**config.mk**
```make
export PLATFORM = sky130hd
export DESIGN_NAME = adc_pwm_scanner
export DESIGN_NICKNAME = d
export VERILOG_FILES = /design/src/rtl/adc_pwm_scanner.sv
export SDC_FILE = /design/constraint.sdc
export NUM_CORES = 1
export LEC_CHECK = 0
export ABC_AREA = 1
export BUFFER_PORTS_ARGS = -buffer_cell sky130_fd_sc_hd__buf_2
export CAP_MARGIN = 20
export CORE_MARGIN = 5
export CORE_UTILIZATION = 55
export DETAILED_ROUTE_END_ITERATION = 16
export HOLD_SLACK_MARGIN = 0.05
export PLACE_DENSITY = 0.76
export SLEW_MARGIN = 15
export SYNTH_ARGS = -nofsm -noshare
export SYNTH_HDL_FRONTEND = slang
export SYNTH_SLANG_ARGS = --single-unit
```
**constraint.sdc**
```tcl
create_clock -name clk -period 4.4 [get_ports clk]
set_clock_uncertainty 0.1 [all_clocks]
set_input_delay 0.22 -clock clk [delete_from_list [all_inputs] [get_ports clk]]
set_output_delay 0.22 -clock clk [all_outputs]
set_load 0.05 [all_outputs]
```
**src/rtl/adc_pwm_scanner.sv**
```systemverilog
// Round-robin ADC scanner: averages 2^AVG_LOG2 samples per channel and turns
// each average into a PWM duty that switches only on a counter period boundary.
module adc_pwm_scanner #(
    parameter int unsigned NUM_CH   = 4,
    parameter int unsigned AVG_LOG2 = 2,
    parameter int unsigned PWM_W    = 8,
    parameter int unsigned CTR_LEN  = 20,
    parameter int unsigned TIMEOUT  = 4096,
    parameter int unsigned INVERT   = 1
) (
    input  logic              clk,
    input  logic              rst,
    output logic [3:0]        channel,
    input  logic              new_sample,
    input  logic [9:0]        sample,
    input  logic [3:0]        sample_channel,
    output logic [NUM_CH-1:0] pwm_out,
    output logic [NUM_CH-1:0] err
);
    localparam int unsigned ACC_W  = 10 + AVG_LOG2;
    localparam int unsigned CNT_W  = AVG_LOG2 + 1;
    localparam int unsigned WAIT_W = $clog2(TIMEOUT + 1);
    localparam int unsigned SHIFT  = AVG_LOG2 + 10 - PWM_W;

    localparam logic [CNT_W-1:0]  LAST_CNT = CNT_W'((1 << AVG_LOG2) - 1);
    localparam logic [WAIT_W-1:0] WAIT_MAX = WAIT_W'(TIMEOUT - 1);
    localparam logic [3:0]        LAST_CH  = 4'(NUM_CH - 1);

    typedef enum logic [1:0] {
        DISCARD = 2'd0,
        ACCUM   = 2'd1,
        ADVANCE = 2'd2
    } state_t;

    state_t              state, state_nxt;
    logic [3:0]          channel_nxt;
    logic [ACC_W-1:0]    acc, acc_nxt;
    logic [CNT_W-1:0]    cnt, cnt_nxt;
    logic [WAIT_W-1:0]   wait_cnt, wait_nxt;
    logic                upd;
    logic                err_set;

    logic                accept;
    logic [ACC_W-1:0]    sum;
    logic [PWM_W-1:0]    duty_raw;
    logic [PWM_W-1:0]    duty;

    logic [CTR_LEN-1:0]  ctr;
    logic [PWM_W-1:0]    pending [NUM_CH];
    logic [PWM_W-1:0]    active  [NUM_CH];

    assign accept   = new_sample && (sample_channel == channel);
    assign sum      = acc + ACC_W'(sample);
    // Top PWM_W bits of the 10-bit average, taken straight from the sum.
    assign duty_raw = PWM_W'(sum >> SHIFT);
    assign duty     = (INVERT != 0) ? ~duty_raw : duty_raw;

    // Scan state register
    always_ff @(posedge clk) begin
        if (rst) begin
            state    <= DISCARD;
            channel  <= '0;
            acc      <= '0;
            cnt      <= '0;
            wait_cnt <= '0;
        end else begin
            state    <= state_nxt;
            channel  <= channel_nxt;
            acc      <= acc_nxt;
            cnt      <= cnt_nxt;
            wait_cnt <= wait_nxt;
        end
    end

    // Next-state: an accepted sample always wins over a simultaneous timeout
    always_comb begin
        state_nxt   = state;
        channel_nxt = channel;
        acc_nxt     = acc;
        cnt_nxt     = cnt;
        wait_nxt    = wait_cnt;
        upd         = 1'b0;
        err_set     = 1'b0;
        case (state)
            DISCARD, ACCUM: begin
                if (accept) begin
                    wait_nxt = '0;
                    if (state == DISCARD) begin
                        state_nxt = ACCUM;
                        acc_nxt   = '0;
                        cnt_nxt   = '0;
                    end else if (cnt == LAST_CNT) begin
                        upd       = 1'b1;
                        state_nxt = ADVANCE;
                        acc_nxt   = '0;
                        cnt_nxt   = '0;
                    end else begin
                        acc_nxt = sum;
                        cnt_nxt = cnt + CNT_W'(1);
                    end
                end else if (wait_cnt == WAIT_MAX) begin
                    err_set   = 1'b1;
                    state_nxt = ADVANCE;
                    acc_nxt   = '0;
                    cnt_nxt   = '0;
                end else begin
                    wait_nxt = wait_cnt + WAIT_W'(1);
                end
            end
            ADVANCE: begin
                channel_nxt = (channel == LAST_CH) ? 4'd0 : channel + 4'd1;
                wait_nxt    = '0;
                state_nxt   = DISCARD;
            end
            default: state_nxt = DISCARD;
        endcase
    end

    // Per-channel pending duty and sticky timeout flag
    always_ff @(posedge clk) begin
        if (rst) begin
            err <= '0;
            for (int i = 0; i < NUM_CH; i++) pending[i] <= '0;
        end else begin
            for (int i = 0; i < NUM_CH; i++) begin
                if (channel == 4'(i)) begin
                    if (upd) begin
                        pending[i] <= duty;
                        err[i]     <= 1'b0;
                    end else if (err_set) begin
                        err[i] <= 1'b1;
                    end
                end
            end
        end
    end

    // Shared PWM counter; duties latch at the wrap so each period is whole
    always_ff @(posedge clk) begin
        if (rst) begin
            ctr     <= '0;
            pwm_out <= '0;
            for (int i = 0; i < NUM_CH; i++) active[i] <= '0;
        end else begin
            ctr <= ctr + CTR_LEN'(1);
            for (int i = 0; i < NUM_CH; i++) begin
                if (&ctr) active[i] <= pending[i];
                pwm_out[i] <= (active[i] > ctr[CTR_LEN-1 -: PWM_W]);
            end
        end
    end

endmodule

```
==> run_results.csv, run 1 <==
group,metric,value,unit
drt,postRouteAntennaNets,0,
worst_hold_path,hp-class,"in -> reg",
worst_setup_path,crit_fanout,32,
sta,min_period_over_period,57.09,%
sta,finalHoldViolCount,0,
synth,yosys_warnings,0,
synth,synthTopCellsByArea,"edfxtp_1, dfxtp_1, ha_1",
worst_setup_path,end_kind,"register",
drt,drtIter0Drc,415,
floorplan,die_y,119.0,microns
worst_setup_path,worst_setup_path_start_kind,"register",
outcome,status,"finished, final reports clean",
cells_and_area,layout_commonest_cell,"nand2_1",
global_routing,grt_pass1_vias,5056,
cts,cts_buffers,17,
sta,worst_slew_pin_slew,0.7960,ns
drt,viasPerCell,5.286,
power_and_ir_drop,power.density,388.0,mW/mm^2
placement,post-dp-hpwl,9.894,mm
power_and_ir_drop,total_leakage_power,3.276,nW
worst_setup_path,cp_cell_sequence,"ha_1 -> nand2_1 -> inv_1 -> nand4_1 -> nor2_2 -> nand2_1 -> nor2_4 -> nand4_2 -> nor2_1",
worst_setup_path,critPathRequiredTime,4.53,ns
global_routing,grt_pass1_wl,23.26,mm
sta,hold_slack,0.1255,ns
placement,gp_congestion,0.8769,
cts,cts_tree,"done",
cts,clk_pin_slew_worst_paths,0.06,ns
cts,clk_path_buf_depth,2,
worst_setup_path,path_common_cell,"nand2_1",
global_routing,grt.overflow.total,0,
cts,cts.htree.levels,4,
sta,fmax,398.1,MHz
cells_and_area,area_delta_synth_final,13.97,%
cells_and_area,design_area,0.007443,sq mm
synth,syn_inst,783,
drt,avgRoutedWirePerCell,13.90,microns
cells_and_area,finalNetCount,889,
sta,setup_viol,0,
cts,post_cts_buffers,0,
cts,post_cts_resized,0,
drt,wl,13.59,mm
sta,setup_tns,0,ns
drt,drc,0,
cells_and_area,fin_util,64.63,%
floorplan,die_w,119.0,microns
global_routing,grt_usage,20.34,%
job,cap_violations,0,
worst_setup_path,worstPathArrival,2.64,ns
floorplan,start_util,56.71,%
floorplan,die_area,0.01415,sq mm
drt,num_vias,5170,
synth,synth_nets,850,
synth,netlist.area_leader.share,29.43,%
placement,dpl_cell_area,0.006820,sq mm
global_routing,antenna_found_initial,0,
placement,io_buffers,28,
floorplan,core,0.01152,sq mm
sta,period_needed,2.512,ns
worst_setup_path,slowest_delay,0.58,ns
sta,slew_violations,0,
sta,rsz0062_at_grt,"false",
cells_and_area,mostFrequentLayoutCells,"nand2_1, inv_1, nor2_1, a21oi_1, edfxtp_1",
worst_setup_path,worstSetupPathType,"reg -> reg",
placement,placed_cells,946,
cts,cts_hold_buf,0,
sta,maxSlewHeadroom,46.58,%
cts,cts.sinks,126,
synth,ys_seq_area_share,48.43,%
synth,synth_area,0.006531,sq mm
worst_setup_path,slowest_stage,"nand4_2",
synth,synth.distinct_cells,37,
power_and_ir_drop,peakVddDrop,0.2501,mV
floorplan,rows,39,
cells_and_area,drive_above_1_share,10.78,%
synth,ys_seq_elements,126,
cts,clk_latency,0.42,ns
cells_and_area,n_antenna_cell,0,
cts,cts-root-buf,"clkbuf_16",
worst_setup_path,r2r_slack,1.89,ns
global_routing,grt_max_degree,33,
floorplan,io_pins,29,
synth,avgSynthCellArea,8.341,sq um
drt,firstDrtPassIters,5,
cells_and_area,fin_cells,978,
synth,synth.largest_area_cell,"edfxtp_1",
[state kept, by name (all words and copies together), names as in the netlist]
signal and flops:
active 32, cnt 3, pending 32, state 2
ctr 20, err 4, wait_cnt 13, acc 12
pwm_out 4, channel 4
[through the flow]
| step | total power [mW] | setup WS (ns) |
|---|---|---|
| global placement | 1.435 | 1.779 |
| floorplan | 1.399 | 0.3500 |
| global route | 2.984 | 1.563 |
| detailed placement | 1.443 | 1.693 |
| CTS | 2.899 | 1.709 |
| finish | 2.888 | 1.888 |
[logic make-up after synthesis]
logic type	count (synthesis)	synth area share [%]
AOI/OAI and AO/OA	107	8.697
and+or+nand+nor	359	23.97
buffers and inverters	129	7.605
adders and majority gates	50	9.694
xor gates and xnor gates	12	1.609
DFF	126	48.43
[per-layer routing]
layer / track usage (%) / routed length [microns] / up-vias
li1: - / - / 2633
met1: 25.03 / 6109 / 2384
met2: 33.96 / 6657 / 120
met3: 4.597 / 516 / 33
met4: 9.776 / 307 / 0
met5: 0 / 0 / -
[final timing paths]
check,cells past startpoint,end,start
worst max-delay path,9,active[0][3]$_SDFFCE_PN0P_,ctr[0]$_SDFF_PP0_
worst min-delay path,4,acc[0]$_SDFFE_PP0P_,sample[0]
worst max register to register,9,active[0][3]$_SDFFCE_PN0P_,ctr[0]$_SDFF_PP0_
worst min register to register,1,ctr[0]$_SDFF_PP0_,ctr[0]$_SDFF_PP0_
[worst max-delay path, delay by kind of cell (launching register included)]
family        cells  cell delay (ns)
buf+inv           1             0.09
simple gates      7             1.60
flops             1             0.35
fa+ha+maj         1             0.18
[report_power, final]
part	total (mW)	internal, mW	switching (mW)
combinational	0.140	0.0455	0.0949
clock	1.47	0.947	0.522
sequential	1.28	1.26	0.0138
total	2.89	2.26	0.631
[cells in the mapped netlist]
master	instances
clkbuf_1	6
nor3_1	6
fa_1	1
o211a_1	1
nand3b_1	3
nand3_1	34
a21oi_1	66
edfxtp_1	64
nor2_1	114
o21a_1	2
buf_6	1
o21ai_0	29
inv_1	114
nand2_1	163
or2_2	2
xnor2_1	3
or2_0	1
xor2_1	9
a31o_2	1
o41ai_1	1
inv_2	4
nand4_2	2
nand2_2	5
nor2_4	5
dfxtp_1	62
ha_1	49
nand3_4	1
buf_2	4
nand4_1	13
o211ai_1	1
nor4_1	3
nand2_4	2
a31oi_1	2
a21o_1	1
a211oi_1	1
nor2_2	5
a21boi_0	2
[area by class of cell]
type                       instances  area [sq um]
tap                              143         178.9
fill                             914          4073
multi-input combinational        528          2875
clock inverter                    14         193.9
clock buffer                      18         429.2
timing repair buffer              31         160.2
sequential                       126          3163
inverter                         118         442.9
No activity file was read; power rests on OpenSTA's default activity.
==> inputs of run 2 (changes only) <==
--- a/config.mk
+++ b/config.mk
@@ -12,7 +12,7 @@
 export CORE_UTILIZATION = 55
 export DETAILED_ROUTE_END_ITERATION = 16
 export HOLD_SLACK_MARGIN = 0.05
-export PLACE_DENSITY = 0.76
+export PLACE_DENSITY = 0.79
 export SLEW_MARGIN = 15
 export SYNTH_ARGS = -nofsm -noshare
 export SYNTH_HDL_FRONTEND = slang
==> constraint.sdc (replaced) <==
create_clock -name clk -period 2.15 [get_ports clk]
set_clock_uncertainty 0.1 [all_clocks]
set_input_delay 0.1075 -clock clk [delete_from_list [all_inputs] [get_ports clk]]
set_output_delay 0.1075 -clock clk [all_outputs]
set_load 0.05 [all_outputs]
==> run 2 against run 1 <==
  * Global-route usage rose by 1.1 points
  * Register-to-register slack got worse by 1.7 ns
  * Critical path depth fell by 1
  * Worst hold slack improved by 0.0088 ns
  * Via count rose by 3.7%
  * Combinational power rose by 120%
  * Clock-buffer cell count fell by 1
  * Power rose by 100%
  * Sequential power rose by 100%
  * Critical endpoint is now pending[1][2]$_SDFFCE_PN0P_
==> run_results.csv, run 2 (synthesis gave the netlist of run 1 again) <==
group,metric,value,unit
outcome,status,"finished, final reports clean",
cts,clk_latency,0.41,ns
power_and_ir_drop,total_leakage_power,3.376,nW
floorplan,die_y,119.0,microns
placement,post-dp-hpwl,10.02,mm
cts,cts.sinks,126,
worst_setup_path,worstPathArrival,2.09,ns
sta,min_period_over_period,95.26,%
power_and_ir_drop,clkPwrFrac,50.2,%
power_and_ir_drop,power.density,766.6,mW/mm^2
cells_and_area,design_area,0.007679,sq mm
drt,avgRoutedWirePerCell,14.48,microns
drt,num_vias,5362,
sta,finalHoldViolCount,0,
worst_setup_path,worstSetupPathType,"in -> reg",
global_routing,grt_pass1_vias,5420,
worst_hold_path,hp-class,"in -> reg",
cts,cts.htree.levels,4,
power_and_ir_drop,peakVddDrop,0.5544,mV
floorplan,core,0.01152,sq mm
worst_setup_path,crit_fanout,5,
global_routing,grt_pass1_wl,24.74,mm
floorplan,die_w,119.0,microns
placement,placed_cells,956,
drt,firstDrtPassIters,6,
drt,viasPerCell,5.378,
power_and_ir_drop,seq_power_share,44.5,%
cells_and_area,finalNetCount,908,
sta,setup_viol,0,
sta,fmax,488.3,MHz
cells_and_area,top_regs,"active x32, pending x32, ctr x20",
cts,cts_buffers,17,
drt,postRouteAntennaNets,0,
global_routing,grt_usage,21.43,%
cells_and_area,layout_commonest_cell,"nand2_1",
floorplan,die_area,0.01415,sq mm
floorplan,start_util,56.71,%
global_routing,grt_max_degree,33,
cells_and_area,fin_cells,997,
cts,clk_path_buf_depth,2,
cells_and_area,area_delta_synth_final,17.57,%
cells_and_area,mostFrequentLayoutCells,"nand2_1, inv_1, nor2_1, a21oi_1, edfxtp_1",
floorplan,rows,39,
sta,worst_slew_pin_slew,0.6685,ns
placement,io_buffers,28,
cts,cts-root-buf,"clkbuf_16",
worst_setup_path,worst_setup_path_start_kind,"input pin",
cells_and_area,drive_above_1_share,14.29,%
sta,hold_slack,0.1343,ns
drt,drc,0,
floorplan,io_pins,29,
power_and_ir_drop,sw_frac_of_total,22.94,%
placement,gp_congestion,0.9196,
power_and_ir_drop,netSwitchingPower,1.351,mW
worst_setup_path,end_kind,"register",
placement,dpl_cell_area,0.006958,sq mm
power_and_ir_drop,p_int,4.536,mW
cts,clk_pin_slew_worst_paths,0.06,ns
sta,period_needed,2.048,ns
job,cap_violations,0,
cells_and_area,fill_cells,908,
worst_setup_path,critPathRequiredTime,2.20,ns
drt,drtIter0Drc,449,
drt,wl,14.43,mm
sta,maxSlewHeadroom,55.39,%
global_routing,grt.overflow.total,0,
power_and_ir_drop,p_comb_share,5.3,%
cells_and_area,n_antenna_cell,0,
cts,cts_tree,"done",
sta,slew_violations,0,
global_routing,antenna_found_initial,0,
-- run 2: cell count changes in the layout (fill, tap and decap cells not counted), sizes merged --
| cell | previous run | this run |
|---|---|---|
| clkinv | 8 | 4 |
| buf | 31 | 48 |
| clkbuf | 18 | 17 |
| clkinvlp | 2 | 5 |
| inv | 118 | 121 |
| dlygate4sd3 | 0 | 2 |
| bufinv | 4 | 3 |
-- run 2: path summary, 6_finish.rpt --
| path | from | to | slack [ns] | depth (start not counted) |
|---|---|---|---|---|
| setup / recovery | sample[0] | pending[1][2]$_SDFFCE_PN0P_ | 0.10 | 8 |
| hold / removal | rst | channel[3]$_SDFFE_PP0N_ | 0.13 | 3 |
| setup reg to reg | acc[0]$_SDFFE_PP0P_ | pending[1][2]$_SDFFCE_PN0P_ | 0.14 | 6 |
| hold reg to reg | ctr[0]$_SDFF_PP0_ | ctr[0]$_SDFF_PP0_ | 0.34 | 1 |
-- run 2: critical path, cell delays in order --
cell           delay (ns)
dlygate4sd3_1        0.53
buf_2                0.12
ha_1                 0.24
fa_1                 0.46
nand2_1              0.10
nand3_1              0.08
xor2_1               0.36
nor2_1               0.11
-- run 2: layout make-up --
class / count / area (sq um) / share of cell area [%]
Timing Repair Buffer: 50 / 326.6 / 4.253
Tap cell: 143 / 178.9 / 2.330
Inverter: 118 / 442.9 / 5.768
Multi-Input combinational cell: 528 / 2945 / 38.36
Clock buffer: 17 / 425.4 / 5.540
Sequential cell: 126 / 3171 / 41.29
Clock inverter: 15 / 188.9 / 2.460
-- run 2: through the flow --
step           setup slack, ns  utilization, %  power, mW     TNS, ns
2_1_floorplan          -0.1466               -      2.867      -4.693
3_5_place_dp            0.1002           60.42      2.972           0
5_1_grt             -0.0003297           66.68      6.064  -0.0007536
3_3_place_gp            0.1601           60.42      2.952           0
6_report                0.1019           66.68      5.886           0
4_1_cts                0.07543           65.93      5.906           0
-- run 2: power groups by stage --
stage	combinational, mW	clock [mW]	sequential, mW
floorplan	0.185	0	2.68
global route	0.354	3.09	2.63
global placement	0.287	0	2.66
finish	0.313	2.95	2.62
CTS	0.310	2.98	2.62
detailed placement	0.303	0	2.67
-- run 2: metal layers --
metal / wire (microns) / vias up / global-route usage, %
li1: - / 2678 / -
met1: 6167 / 2510 / 25.34
met2: 7377 / 153 / 38.54
met3: 674 / 21 / 4.882
met4: 213 / 0 / 7.024
met5: 0 / - / 0
-- run 2: what timing repair did --
action,4_1_cts,5_1_grt
resized for setup,0,5
buffers inserted,0,7
hold buffers,2,0
setup endpoints to repair,0,92
endpoints found under the hold margin,2,0
